## config.mk

```make
export PLATFORM = sky130hd
export DESIGN_NAME = clk_divider_bank
export DESIGN_NICKNAME = d
export VERILOG_FILES = /design/src/rtl/clk_div_pkg.sv /design/src/rtl/clk_div_channel.sv /design/src/rtl/clk_divider_bank.sv
export SDC_FILE = /design/constraint.sdc
export NUM_CORES = 1
export LEC_CHECK = 0
export BUFFER_PORTS_ARGS = -buffer_cell sky130_fd_sc_hd__buf_2
export CAP_MARGIN = 20
export CORE_MARGIN = 4
export CORE_UTILIZATION = 30
export DETAILED_ROUTE_END_ITERATION = 6
export RECOVER_POWER = 25
export SKIP_LAST_GASP = 1
export SYNTH_ARGS = -nofsm -noshare
export SYNTH_HDL_FRONTEND = slang
export SYNTH_SLANG_ARGS = --single-unit
export TNS_END_PERCENT = 1
```

## constraint.sdc

```tcl
create_clock -name clk_in -period 5.3 [get_ports clk_in]
set_input_delay 0 -clock clk_in [delete_from_list [all_inputs] [get_ports clk_in]]
set_output_delay 0 -clock clk_in [all_outputs]
set_load 0.05 [all_outputs]
```

## src/rtl/clk_div_pkg.sv

```systemverilog
// clk_div_pkg: output mode encodings shared by the divider bank and its channels
package clk_div_pkg;
    typedef enum logic {
        MODE_SQUARE = 1'b0,
        MODE_PULSE  = 1'b1
    } mode_e;
endpackage

```

## src/rtl/clk_div_channel.sv

```systemverilog
// clk_div_channel: one divider channel; config writes are shadowed and applied at terminal count
module clk_div_channel
    import clk_div_pkg::*;
#(
    parameter int CNT_W    = 24,
    parameter int RST_HALF = 714_285
) (
    input  logic             clk_in,
    input  logic             rst_l,
    input  logic             en,
    input  logic             wr,
    input  logic [CNT_W-1:0] wr_half,
    input  mode_e            wr_mode,
    output logic             clk_out,
    output logic             tick,
    output logic             pending
);
    logic [CNT_W-1:0] act_half, sh_half, cnt, eff, nxt_half;
    mode_e act_mode, sh_mode, nxt_mode;
    logic tc;
    // a write and a pending shadow never coexist: cfg_ready blocks writes while pending
    always_comb begin
        eff = (act_half == '0) ? CNT_W'(1) : act_half;
        tc = en && (cnt == eff - CNT_W'(1));
        nxt_half = wr ? wr_half : pending ? sh_half : act_half;
        nxt_mode = wr ? wr_mode : pending ? sh_mode : act_mode;
    end
    always_ff @(posedge clk_in or negedge rst_l) begin
        if (!rst_l) begin
            act_half <= CNT_W'(RST_HALF);
            sh_half <= CNT_W'(RST_HALF);
            act_mode <= MODE_SQUARE;
            sh_mode <= MODE_SQUARE;
            pending <= 1'b0;
            cnt <= '0;
            clk_out <= 1'b0;
            tick <= 1'b0;
        end else if (!en) begin
            cnt <= '0;
            clk_out <= 1'b0;
            tick <= 1'b0;
            pending <= 1'b0;
            act_half <= nxt_half;
            act_mode <= nxt_mode;
        end else if (tc) begin
            cnt <= '0;
            tick <= 1'b1;
            pending <= 1'b0;
            act_half <= nxt_half;
            act_mode <= nxt_mode;
            clk_out <= (nxt_mode != act_mode) ? 1'b0 : (nxt_mode == MODE_PULSE) ? 1'b1 : !clk_out;
        end else begin
            cnt <= cnt + CNT_W'(1);
            tick <= 1'b0;
            clk_out <= (act_mode == MODE_PULSE) ? 1'b0 : clk_out;
            if (wr) begin
                sh_half <= wr_half;
                sh_mode <= wr_mode;
                pending <= 1'b1;
            end
        end
    end
endmodule

```

## src/rtl/clk_divider_bank.sv

```systemverilog
// clk_divider_bank: NUM_CH independent clock dividers sharing one configuration port
module clk_divider_bank
    import clk_div_pkg::*;
#(
    parameter int NUM_CH   = 4,
    parameter int CNT_W    = 24,
    parameter int RST_HALF = 714_285
) (
    input  logic                                        clk_in,
    input  logic                                        rst_l,
    input  logic [NUM_CH-1:0]                           ch_en,
    input  logic                                        cfg_valid,
    output logic                                        cfg_ready,
    input  logic [((NUM_CH > 1) ? $clog2(NUM_CH) : 1)-1:0] cfg_ch,
    input  logic [CNT_W-1:0]                            cfg_half,
    input  logic                                        cfg_mode,
    output logic [NUM_CH-1:0]                           clk_out,
    output logic [NUM_CH-1:0]                           tick
);
    localparam int CH_W = (NUM_CH > 1) ? $clog2(NUM_CH) : 1;
    logic [NUM_CH-1:0] pend, wr;
    // out-of-range channels match nothing, so they stay ready and their writes vanish
    always_comb begin
        cfg_ready = 1'b1;
        for (int i = 0; i < NUM_CH; i++)
            if (cfg_ch == CH_W'(i)) cfg_ready = !pend[i];
    end
    for (genvar g = 0; g < NUM_CH; g++) begin : g_ch
        assign wr[g] = cfg_valid && cfg_ready && (cfg_ch == CH_W'(g));
        clk_div_channel #(
            .CNT_W(CNT_W),
            .RST_HALF(RST_HALF)
        ) u_ch (
            .clk_in(clk_in),
            .rst_l(rst_l),
            .en(ch_en[g]),
            .wr(wr[g]),
            .wr_half(cfg_half),
            .wr_mode(mode_e'(cfg_mode)),
            .clk_out(clk_out[g]),
            .tick(tick[g]),
            .pending(pend[g])
        );
    end
endmodule

```

==> qor.yml <==
synth_top_area_share_pct: 31.4
cts.clk_slew.worst_paths_ns: 0.06
slew_headroom_pct: -137
holdWs_ns: 0.299
htree_levels: 2
vias: 13800
holdCritStartpoint: "ch_en[0]"
drc: 0
crit_slowest_cell: "or4_4"
r2r_start: "g_ch[1].u_ch.act_half[12]"
rsz0062_at_grt: "false"
syn_area_per_cell_um2: 10.1
yosys-top-cells-area: "dfrtp_1 (31%), dfstp_2 (13%), mux2_2 (5.3%)"
clock_skew_ns: 0.0153
synth_area_um2: 17500
tns_ns: 0
min_path_cells: 3
postSynthCellCount: 1733
rows: 88
maxSlewViolCount: 308
drive_above_1_share_pct: 18.8
place.gp.congestion: 0.900
cp_top_family: "simple AND/OR/NAND/NOR gates"
syn-num-nets: 1775
grt_pass1_vias: 13900
hold_viol: 0
clk_path_buf_depth: 3
antenna_found_initial: 3
fp.coreArea_um2: 57700
critical_path_class: "reg -> reg"
start_util_pct: 30.4
yosys_warnings: 0
worstRegToRegCells: 14
crit_path_end_kind: "flop"
synth_most_common_cell: "dfrtp_1"
max_freq_mhz: 205
drt_iter0_markers: 1125
cp_cell_sequence: "or4_4 > or3_1 > nor3_1 > nor2_1 > ha_1 > nor2b_1 > or3_1 > a31oi_1 > and3_1 > nand2_1 > or4_4 > o211ai_4 > buf_4 > mux2_2"
clk_latency_ns: 0.55
power_density_nw_per_um2: 367
cts_tree: "yes"
cts_root_buffer: "clkbuf_16"
worst_pin_slew_ns: 3.56
setup_viol: 0
holdCritPathClass: "in -> reg"
ant_nets: 0
cp_max_fo: 25
hold_path_end: "g_ch[0].u_ch.cnt[1]"
synth_ff_type: "dfrtp_1"
numCtsBuffers: 36
status: "complete, but fails checks"
portBuffers: 42
maxCapViolations: 3
synth_seq_cells: 308
grt_max_degree: 192
violations: "capacitance limit, slew limit"
synth_edf_count: 0
critical-path-max-stage-delay_ns: 0.55
post_dp_cell_area_um2: 18300
syn2layout_area_growth_pct: 13.4
die_w_um: 250
ys_seq_area_share_pct: 44.6
wl_um: 47000
die_h_um: 250
via_per_inst: 5.42
period_share_pct: 92.0
detail_route.wl_per_cell_um: 18.4
grt_pass1_wl_um: 76300
dr.pass1.iters: 5
crit_buf_inv: 1
synthArstFlopShare_pct: 100
regToRegSetupSlack_ns: 0.42
place_hpwl_um: 32700
die-area_um2: 62300
ir_drop_uv: 187
overflow: 0
synth_top_area_cell: "dfrtp_1"
worstPathRequired_ns: 5.73
cp.arrival_ns: 5.31
io_pins: 43
p_leak_nw: 7.71
clock-sinks: 308
worst_setup_path_start_kind: "flop"
nets: 1801
postLayoutCellArea_um2: 19900
grt_util_all_layers_pct: 14.8
ys_types: 88
r2r-end: "g_ch[1].u_ch.sh_half[23]"
period_needed_ns: 4.88
netlist_top_cells_count: "dfrtp_1 (220), nor2_1 (191), o22ai_1 (99), xnor2_1 (91), dfstp_2 (88)"
## worst max-delay path by stage
stage | startpoint | end | slack [ns] | cells past startpoint
finish | g_ch[1].u_ch.act_half[12] | g_ch[1].u_ch.sh_half[23] | 0.42 | 14
global route | g_ch[2].u_ch.act_half[18] | g_ch[2].u_ch.act_half[7] | 0.01 | 15
CTS | g_ch[2].u_ch.act_half[13] | g_ch[2].u_ch.sh_half[4] | 0.36 | 13
detailed placement | g_ch[2].u_ch.act_half[13] | g_ch[2].u_ch.sh_half[12] | 0.36 | 13
global placement | g_ch[2].u_ch.act_half[18] | g_ch[2].u_ch.sh_half[20] | 0.39 | 13
floorplan | g_ch[1].u_ch.act_half[19] | g_ch[1].u_ch.sh_half[16] | 0.96 | 15
## report_power, final
part	switching [W]	internal, W
Clock	0.00102	0.00149
Sequential	0.000470	0.00286
Combinational	0.000738	0.000714
Total	0.00222	0.00506
## area by class of cell
type	count	area (um^2)
antenna	1	2.50
sequential	308	7820
clock inverter	11	121
tap	765	957
timing repair buffer	103	749
fill	5858	37800
inverter	38	143
multi-input combinational	1272	9010
clock buffer	55	1060
## registers in the layout, indices dropped and copies added, names as in the netlist
register,cells
g_ch.u_ch.sh_half,96
g_ch.u_ch.clk_out,4
g_ch.u_ch.act_half,96
g_ch.u_ch.sh_mode,4
g_ch.u_ch.cnt,96
g_ch.u_ch.act_mode,4
g_ch.u_ch.tick,4
g_ch.u_ch.pending,4
## cells in the final DEF (no fill, tap or decap), drive strengths merged, types with 7 or more instances in the layout
| master | count |
|---|---|
| xnor2 | 91 |
| or3 | 19 |
| and4 | 8 |
| o21ai | 33 |
| nor2b | 13 |
| nor3b | 10 |
| nor4 | 38 |
| mux2 | 107 |
| o211ai | 14 |
| clkbuf | 59 |
| dlygate4sd3 | 33 |
| nand2b | 17 |
| mux2i | 14 |
| a211oi | 58 |
| nand3b | 11 |
| ha | 8 |
| nor2 | 191 |
| a21oi | 27 |
| nor4b | 7 |
| and3 | 34 |
| buf | 66 |
| or4 | 25 |
| or2 | 8 |
| nand2 | 55 |
| a2bb2oi | 71 |
| xor2 | 84 |
| a31oi | 9 |
| clkinv | 8 |
| nand4 | 30 |
| dfstp | 88 |
| dfrtp | 220 |
| o22ai | 99 |
| nor3 | 41 |
| nand3 | 57 |
| inv | 37 |
## cells by family after synthesis
| kind of cell | after synthesis | synth area share [%] |
|---|---|---|
| simple gates | 586 | 18.0 |
| compound gates | 382 | 16.0 |
| flops | 308 | 44.6 |
| xor+xnor | 175 | 8.75 |
| buf+inv | 153 | 4.10 |
| mux | 121 | 7.90 |
| fa+ha+maj | 8 | 0.572 |
## per-stage QoR
step                      cells  power (W)  util [%]  setup WS, ns
after floorplan            1733    0.00431         -         0.963
after global placement     2451    0.00472      31.8         0.393
after detailed placement   2451    0.00478      31.8         0.358
after CTS                  2551    0.00735      34.5         0.357
after global routing       2553    0.00767      34.4        0.0131
final                      2553    0.00728      34.4         0.422
## worst min-delay path: cells and delay by family
family / cells / cell delay, ns
buf+inv: 2 / 0.67
simple gates: 1 / 0.14
## timing repair
action,4_1_cts,5_1_grt
setup endpoints to repair,0,22
resized for setup,0,1
setup buffers,0,0
hold buffers,34,0
endpoints found under the hold margin,258,0
## per-layer routing
metal / track usage [%] / part of all wire, % / vias up
met5: 0 / 0 / -
met4: 4.06 / 2.0 / 0
met3: 2.31 / 4.5 / 53
met2: 22.9 / 45 / 305
met1: 21.4 / 49 / 6972
li1: - / - / 6507
Note: power is estimated with default switching activity, not from simulation.
